==> config.mk <==
export PLATFORM = sky130hd
export DESIGN_NAME = instruction_fetch_stage_flat
export DESIGN_NICKNAME = d
export VERILOG_FILES = /design/src/rtl/instruction_fetch_stage_if.sv /design/src/rtl/instruction_fetch_stage.sv /design/src/flat_wrapper.sv
export SDC_FILE = /design/constraint.sdc
export NUM_CORES = 1
export LEC_CHECK = 0
export ABC_AREA = 1
export CAP_MARGIN = 20
export CORE_MARGIN = 2
export CORE_UTILIZATION = 45
export CTS_CLUSTER_SIZE = 24
export DETAILED_ROUTE_END_ITERATION = 10
export PLACE_DENSITY = 0.82
export SLEW_MARGIN = 0
export SYNTH_ARGS = -nofsm -noshare
export SYNTH_HDL_FRONTEND = slang
export SYNTH_SLANG_ARGS = --single-unit
==> constraint.sdc <==
create_clock -name clk -period 1.9 [get_ports clk]
set_input_delay 0.285 -clock clk [delete_from_list [all_inputs] [get_ports clk]]
set_output_delay 0.285 -clock clk [all_outputs]
set_load 0.01 [all_outputs]
==> src/rtl/instruction_fetch_stage_if.sv <==
`default_nettype none
// ============================================================================
// Module  : instruction_fetch_stage_if
// Brief   : Fetch-stage bundle: instruction-memory port, redirect/stall
//           controls from ID/EX and the IF/ID pipeline register outputs.
// Revision: 1.0 - initial release
// ============================================================================
interface instruction_fetch_stage_if;
  logic [31:0] address;
  logic [31:0] instruction;
  logic        stall;
  logic        branch_taken;
  logic [31:0] branch_target;
  logic        jump;
  logic [31:0] jump_target;
  logic        jump_reg;
  logic [31:0] jump_reg_target;
  logic [31:0] instruction_id;
  logic [31:0] pcplus4_id;
  logic        valid_id;
  logic        addrfault_id;
  logic [31:0] fetch_count;

  modport master (
    input  instruction, stall,
    input  branch_taken, branch_target,
    input  jump, jump_target,
    input  jump_reg, jump_reg_target,
    output address, instruction_id, pcplus4_id,
    output valid_id, addrfault_id, fetch_count
  );

  modport slave (
    output instruction, stall,
    output branch_taken, branch_target,
    output jump, jump_target,
    output jump_reg, jump_reg_target,
    input  address, instruction_id, pcplus4_id,
    input  valid_id, addrfault_id, fetch_count
  );
endinterface
`default_nettype wire

==> src/rtl/instruction_fetch_stage.sv <==
`default_nettype none
// ============================================================================
// Module  : instruction_fetch_stage
// Brief   : MIPS IF stage - PC, IF/ID register, redirect/stall handling and
//           retired-fetch counter.
// Revision: 1.0 - initial release
// ============================================================================
module instruction_fetch_stage #(
  parameter logic [31:0] RESET_PC  = 32'h0000_0000,
  parameter int          MEM_WORDS = 1024,
  parameter logic [31:0] NOP_WORD  = 32'h0000_0000
) (
  input  logic                         clk,
  input  logic                         rst,
  instruction_fetch_stage_if.master    bus
);

  localparam logic [31:0] c_mem_words = MEM_WORDS;

  logic [31:0] r_pc;
  logic [31:0] r_instr_id;
  logic [31:0] r_pcplus4_id;
  logic        r_valid_id;
  logic        r_fault_id;
  logic [31:0] r_fetch_count;

  logic        w_redirect;
  logic [31:0] w_target;
  logic [31:0] w_pc_plus4;
  logic        w_in_range;

  assign w_redirect = bus.jump_reg | bus.jump | bus.branch_taken;
  assign w_pc_plus4 = r_pc + 32'd4;
  assign w_in_range = ({2'b00, r_pc[31:2]} < c_mem_words);

  // jr outranks j/jal, which outranks a taken branch
  always_comb begin
    w_target = bus.branch_target;
    if (bus.jump_reg)  w_target = bus.jump_reg_target;
    else if (bus.jump) w_target = bus.jump_target;
  end

  always_ff @(posedge clk) begin
    if (!rst) begin
      r_pc          <= RESET_PC;
      r_instr_id    <= NOP_WORD;
      r_pcplus4_id  <= 32'd0;
      r_valid_id    <= 1'b0;
      r_fault_id    <= 1'b0;
      r_fetch_count <= 32'd0;
    end else if (w_redirect) begin
      // A redirect overrides a stall and costs exactly one bubble
      r_pc          <= {w_target[31:2], 2'b00};
      r_instr_id    <= NOP_WORD;
      r_pcplus4_id  <= 32'd0;
      r_valid_id    <= 1'b0;
      r_fault_id    <= 1'b0;
    end else if (!bus.stall) begin
      r_pc          <= w_pc_plus4;
      r_pcplus4_id  <= w_pc_plus4;
      if (w_in_range) begin
        r_instr_id    <= bus.instruction;
        r_valid_id    <= 1'b1;
        r_fault_id    <= 1'b0;
        r_fetch_count <= r_fetch_count + 32'd1;
      end else begin
        r_instr_id    <= NOP_WORD;
        r_valid_id    <= 1'b0;
        r_fault_id    <= 1'b1;
      end
    end
  end

  assign bus.address        = r_pc;
  assign bus.instruction_id = r_instr_id;
  assign bus.pcplus4_id     = r_pcplus4_id;
  assign bus.valid_id       = r_valid_id;
  assign bus.addrfault_id   = r_fault_id;
  assign bus.fetch_count    = r_fetch_count;

endmodule
`default_nettype wire

==> src/flat_wrapper.sv <==
// flat-port wrapper written by rule: the top's interface ports become plain ports
module instruction_fetch_stage_flat 
#(
  parameter logic [31:0] RESET_PC  = 32'h0000_0000,
  parameter int          MEM_WORDS = 1024,
  parameter logic [31:0] NOP_WORD  = 32'h0000_0000
)
  (clk, rst, bus_instruction, bus_stall, bus_branch_taken, bus_branch_target, bus_jump, bus_jump_target, bus_jump_reg, bus_jump_reg_target, bus_address, bus_instruction_id, bus_pcplus4_id, bus_valid_id, bus_addrfault_id, bus_fetch_count);
  instruction_fetch_stage_if bus_i ();
  input  logic clk;
  input  logic rst;
  input wire logic [$bits(bus_i.instruction)-1:0] bus_instruction;
  input wire logic [$bits(bus_i.stall)-1:0] bus_stall;
  input wire logic [$bits(bus_i.branch_taken)-1:0] bus_branch_taken;
  input wire logic [$bits(bus_i.branch_target)-1:0] bus_branch_target;
  input wire logic [$bits(bus_i.jump)-1:0] bus_jump;
  input wire logic [$bits(bus_i.jump_target)-1:0] bus_jump_target;
  input wire logic [$bits(bus_i.jump_reg)-1:0] bus_jump_reg;
  input wire logic [$bits(bus_i.jump_reg_target)-1:0] bus_jump_reg_target;
  output wire logic [$bits(bus_i.address)-1:0] bus_address;
  output wire logic [$bits(bus_i.instruction_id)-1:0] bus_instruction_id;
  output wire logic [$bits(bus_i.pcplus4_id)-1:0] bus_pcplus4_id;
  output wire logic [$bits(bus_i.valid_id)-1:0] bus_valid_id;
  output wire logic [$bits(bus_i.addrfault_id)-1:0] bus_addrfault_id;
  output wire logic [$bits(bus_i.fetch_count)-1:0] bus_fetch_count;
  assign bus_i.instruction = bus_instruction;
  assign bus_i.stall = bus_stall;
  assign bus_i.branch_taken = bus_branch_taken;
  assign bus_i.branch_target = bus_branch_target;
  assign bus_i.jump = bus_jump;
  assign bus_i.jump_target = bus_jump_target;
  assign bus_i.jump_reg = bus_jump_reg;
  assign bus_i.jump_reg_target = bus_jump_reg_target;
  assign bus_address = bus_i.address;
  assign bus_instruction_id = bus_i.instruction_id;
  assign bus_pcplus4_id = bus_i.pcplus4_id;
  assign bus_valid_id = bus_i.valid_id;
  assign bus_addrfault_id = bus_i.addrfault_id;
  assign bus_fetch_count = bus_i.fetch_count;
  instruction_fetch_stage #(.RESET_PC(RESET_PC), .MEM_WORDS(MEM_WORDS), .NOP_WORD(NOP_WORD)) u_core (.clk(clk), .rst(rst), .bus(bus_i));
endmodule
==> flow_metrics.env <==
export IMPL_crit_start="u_core.bus.address[15]"
export IMPL_synth_compound_area_frac=0.1722
export IMPL_synthXorXnorAreaFrac=0.03040
export IMPL_p_switching_mw=1.780
export IMPL_comb_power_share=0.138
export IMPL_fin_crit_sh=0.9560
export IMPL_ctsHtreeMaxLevel=4
export IMPL_reg2reg_depth=8
export IMPL_r2r_end="u_core.bus.fetch_count[16]"
export IMPL_ys_async_sr_fraction=0
export IMPL_worstSetupEndpoint="bus_address[15]"
export IMPL_crit_buf_inv=1
export IMPL_status="completed"
export IMPL_cp_top_family="buffers and inverters"
export IMPL_diodes=0
export IMPL_finClkSkew_ps=10.97
export IMPL_muxShareOfSynthArea=0
export IMPL_first_pass_iters=7
export IMPL_seqPwrFrac=0.394
export IMPL_numPortBuffers=253
export IMPL_grt_overflow=0
export IMPL_clkLatencyLatePin_ps=430
export IMPL_core_area_um2=15090
export IMPL_power_density_nw_per_um2=681.5
export IMPL_relSlewSlack=0.6199
export IMPL_hold_viol=0
export IMPL_ant_nets=0
export IMPL_hp_start="bus_stall"
export IMPL_start_kind="register"
export IMPL_grt_usage=0.2988
export IMPL_cts_buffers=17
export IMPL_rsz0062_at_grt="false"
export IMPL_critPathArrivalTime_ps=1530
export IMPL_grt_pass1_vias=7465
export IMPL_synth_edf_count=0
export IMPL_maxCapViolCount=0
export IMPL_yosys_area_share_simple=0.3492
export IMPL_synth_area_per_cell_um2=6.120
export IMPL_clock_fmax_mhz=550.6
export IMPL_tightest_slew_ps=570.2
export IMPL_grt_max_degree=51
export IMPL_syn_inst=1130
export IMPL_drive_above_1_share=0.06924
export IMPL_stdcell_area_um2=10410
export IMPL_root_buffer="clkbuf_16"
export IMPL_synth_area_um2=6915
export IMPL_clkSlewWorstSetupHoldPaths_ps=50
export IMPL_yosysSeqAreaShare=0.3648
export IMPL_cpPeakStageDelay_ps=640
export IMPL_place_ws_ps=-107.4
export IMPL_critPathMaxFanout=6
export IMPL_finalCriticalPeriod_ps=1816
export IMPL_setup_ws_ps=83.68
export IMPL_crit_path_top_delay_cell="clkdlybuf4s50_1"
export IMPL_syn2layout_area_growth_pct=50.53
export IMPL_num_vias=8238
export IMPL_clock_sinks=126
export IMPL_routed_wl_um=24290
export IMPL_drc=0
export IMPL_setup_viol=0
export IMPL_clock_power_share=0.468
export IMPL_path_depth=1
export IMPL_crit_required_ps=1620
export IMPL_ys_seq_elements=126
export IMPL_rows=45
export IMPL_viasPerCell=5.184
export IMPL_synthTopCellsByArea="dfxtp_1 (36%), nand2_1 (20%), a21oi_1 (12%)"
export IMPL_die_y_um=128.0
export IMPL_synth_top_area_frac=0.3648
export IMPL_p_leak_nw=4.010
export IMPL_cp_cell_sequence="clkdlybuf4s50_1"
export IMPL_end_kind="primary output"
export IMPL_yosys_top_cells_count="nand2_1 (369), nor2_1 (178), a21oi_1 (169)"
export IMPL_peakVddDrop_mv=0.8384
export IMPL_synth_fa_ha_area_frac=0.003619
export IMPL_swShare=0.2509
export IMPL_die_area_um2=16380
export IMPL_pin_count=264
export IMPL_nNetsFinal=1524
export IMPL_yosysMostFrequentCell="nand2_1"
export IMPL_rr_startpoint="u_core.bus.fetch_count[0]"
export IMPL_die_w_um=128.0
export IMPL_internal_power_mw=5.314
export IMPL_grt_pass1_wl_um=38540
export IMPL_ys_types=28
export IMPL_tns_ps=0
export IMPL_place_hpwl_um=17970
export IMPL_reg2reg_slack_ps=150
export IMPL_yosys_warnings=0
export IMPL_post_cts_buffers=0
export IMPL_cts_tree="yes"
export IMPL_worst_setup_path_type="reg2out"
export IMPL_dr_first_iter_drc_count=577
export IMPL_finalMaxSlewViolations=0
export IMPL_yosys_most_used_dff="dfxtp_1"
export IMPL_synth_top_family_by_area="simple AND/OR/NAND/NOR gates"
export IMPL_wire_per_inst_um=15.29
export IMPL_start_util=0.4583
export IMPL_gp_routability_congestion=0.9492
export IMPL_antenna_found_initial=0
export IMPL_dpl_instance_area_um2=9784
export IMPL_hold_class="in2reg"
export IMPL_synth_top_cell_by_area="dfxtp_1"
export IMPL_fin_util=0.6899
export IMPL_cts_buffer_depth=2
-- worst min-delay path by stage --
stage	endpoint	slack, ps	cells after the start
after floorplan	u_core.bus.fetch_count[0]	420	2
final	u_core.bus.address[6]	370	6
after detailed placement	u_core.bus.instruction_id[26]	450	2
after global placement	u_core.bus.instruction_id[26]	440	2
after global routing	u_core.bus.instruction_id[14]	410	3
after CTS	u_core.bus.address[6]	360	6
-- layout by cell type, fill, tap and decap left out, drive strengths merged --
| master | count |
|---|---|
| nand2 | 370 |
| clkdlybuf4s50 | 252 |
| nor2 | 186 |
| a21oi | 169 |
| dfxtp | 126 |
| inv | 77 |
| o21ai | 60 |
| nand3 | 43 |
| buf | 39 |
| clkbuf | 22 |
| xor2 | 15 |
| xnor2 | 9 |
| clkinv | 8 |
| o211ai | 6 |
| nand3b | 4 |
| conb | 4 |
| or2 | 3 |
| ha | 2 |
| bufinv | 2 |
| nor3 | 2 |
| nand4 | 1 |
| clkinvlp | 1 |
-- metrics by stage --
step | hold slack (ps) | std cells | total power, mW
3_5_place_dp | 453.0 | 1557 | 3.811
4_1_cts | 364.5 | 1589 | 7.106
3_3_place_gp | 441.2 | 1557 | 3.802
2_1_floorplan | 420.7 | 1133 | 3.232
5_1_grt | 412.5 | 1589 | 7.337
6_report | 372.6 | 1589 | 7.094
-- registers in the layout, indices dropped and copies added, names as in the netlist --
register / count
u_core.bus.fetch_count: 32
u_core.bus.valid_id: 1
u_core.bus.addrfault_id: 1
u_core.bus.instruction_id: 32
u_core.bus.pcplus4_id: 30
u_core.bus.address: 30
-- per-layer routing --
| layer | vias up | global-route usage | part of all wire |
|---|---|---|---|
| li1 | 4105 | - | - |
| met1 | 3730 | 0.3940 | 0.44 |
| met2 | 355 | 0.4810 | 0.46 |
| met3 | 48 | 0.07721 | 0.079 |
| met4 | 0 | 0.09373 | 0.025 |
| met5 | - | 0 | 0 |
-- final cells by class --
type,count,area (um2)
repair buffers,291,2875
clock inverters,10,110.1
multi-input cells,874,3879
clock buffers,22,494.2
flip-flops and latches,126,2524
inverters,78,292.8
well taps,188,235.2
fillers,1325,4679
-- cells by family after synthesis --
| family | after synthesis |
|---|---|
| DFF | 126 |
| other | 1 |
| and+or+nand+nor | 609 |
| buffers and inverters | 133 |
| xor gates and xnor gates | 24 |
| AOI/OAI and AO/OA | 235 |
| adders and majority gates | 2 |
-- worst reg2reg max path, cell delays in order, from the launching register on --
cell and delay, ps:
dfxtp_1 440, ha_2 270, inv_1 70, nor2_1 170, nand2_1 160, nor2_1 160, xor2_1 150, nand2_1 60
a21oi_1 190
-- power by group through the flow --
| stage | combinational (mW) | sequential [mW] | clock, mW |
|---|---|---|---|
| after floorplan | 0.369 | 2.86 | 0 |
| after global placement | 0.955 | 2.85 | 0 |
| after detailed placement | 0.964 | 2.85 | 0 |
| after CTS | 0.973 | 2.79 | 3.34 |
| after global routing | 1.06 | 2.80 | 3.48 |
| final | 0.978 | 2.79 | 3.32 |
-- timing repair --
action | 4_1_cts | 5_1_grt
hold buffers | 0 | 0
setup endpoints to repair | 0 | 17
resized for setup | 0 | 8
Note: power is estimated with default switching activity, not from simulation.
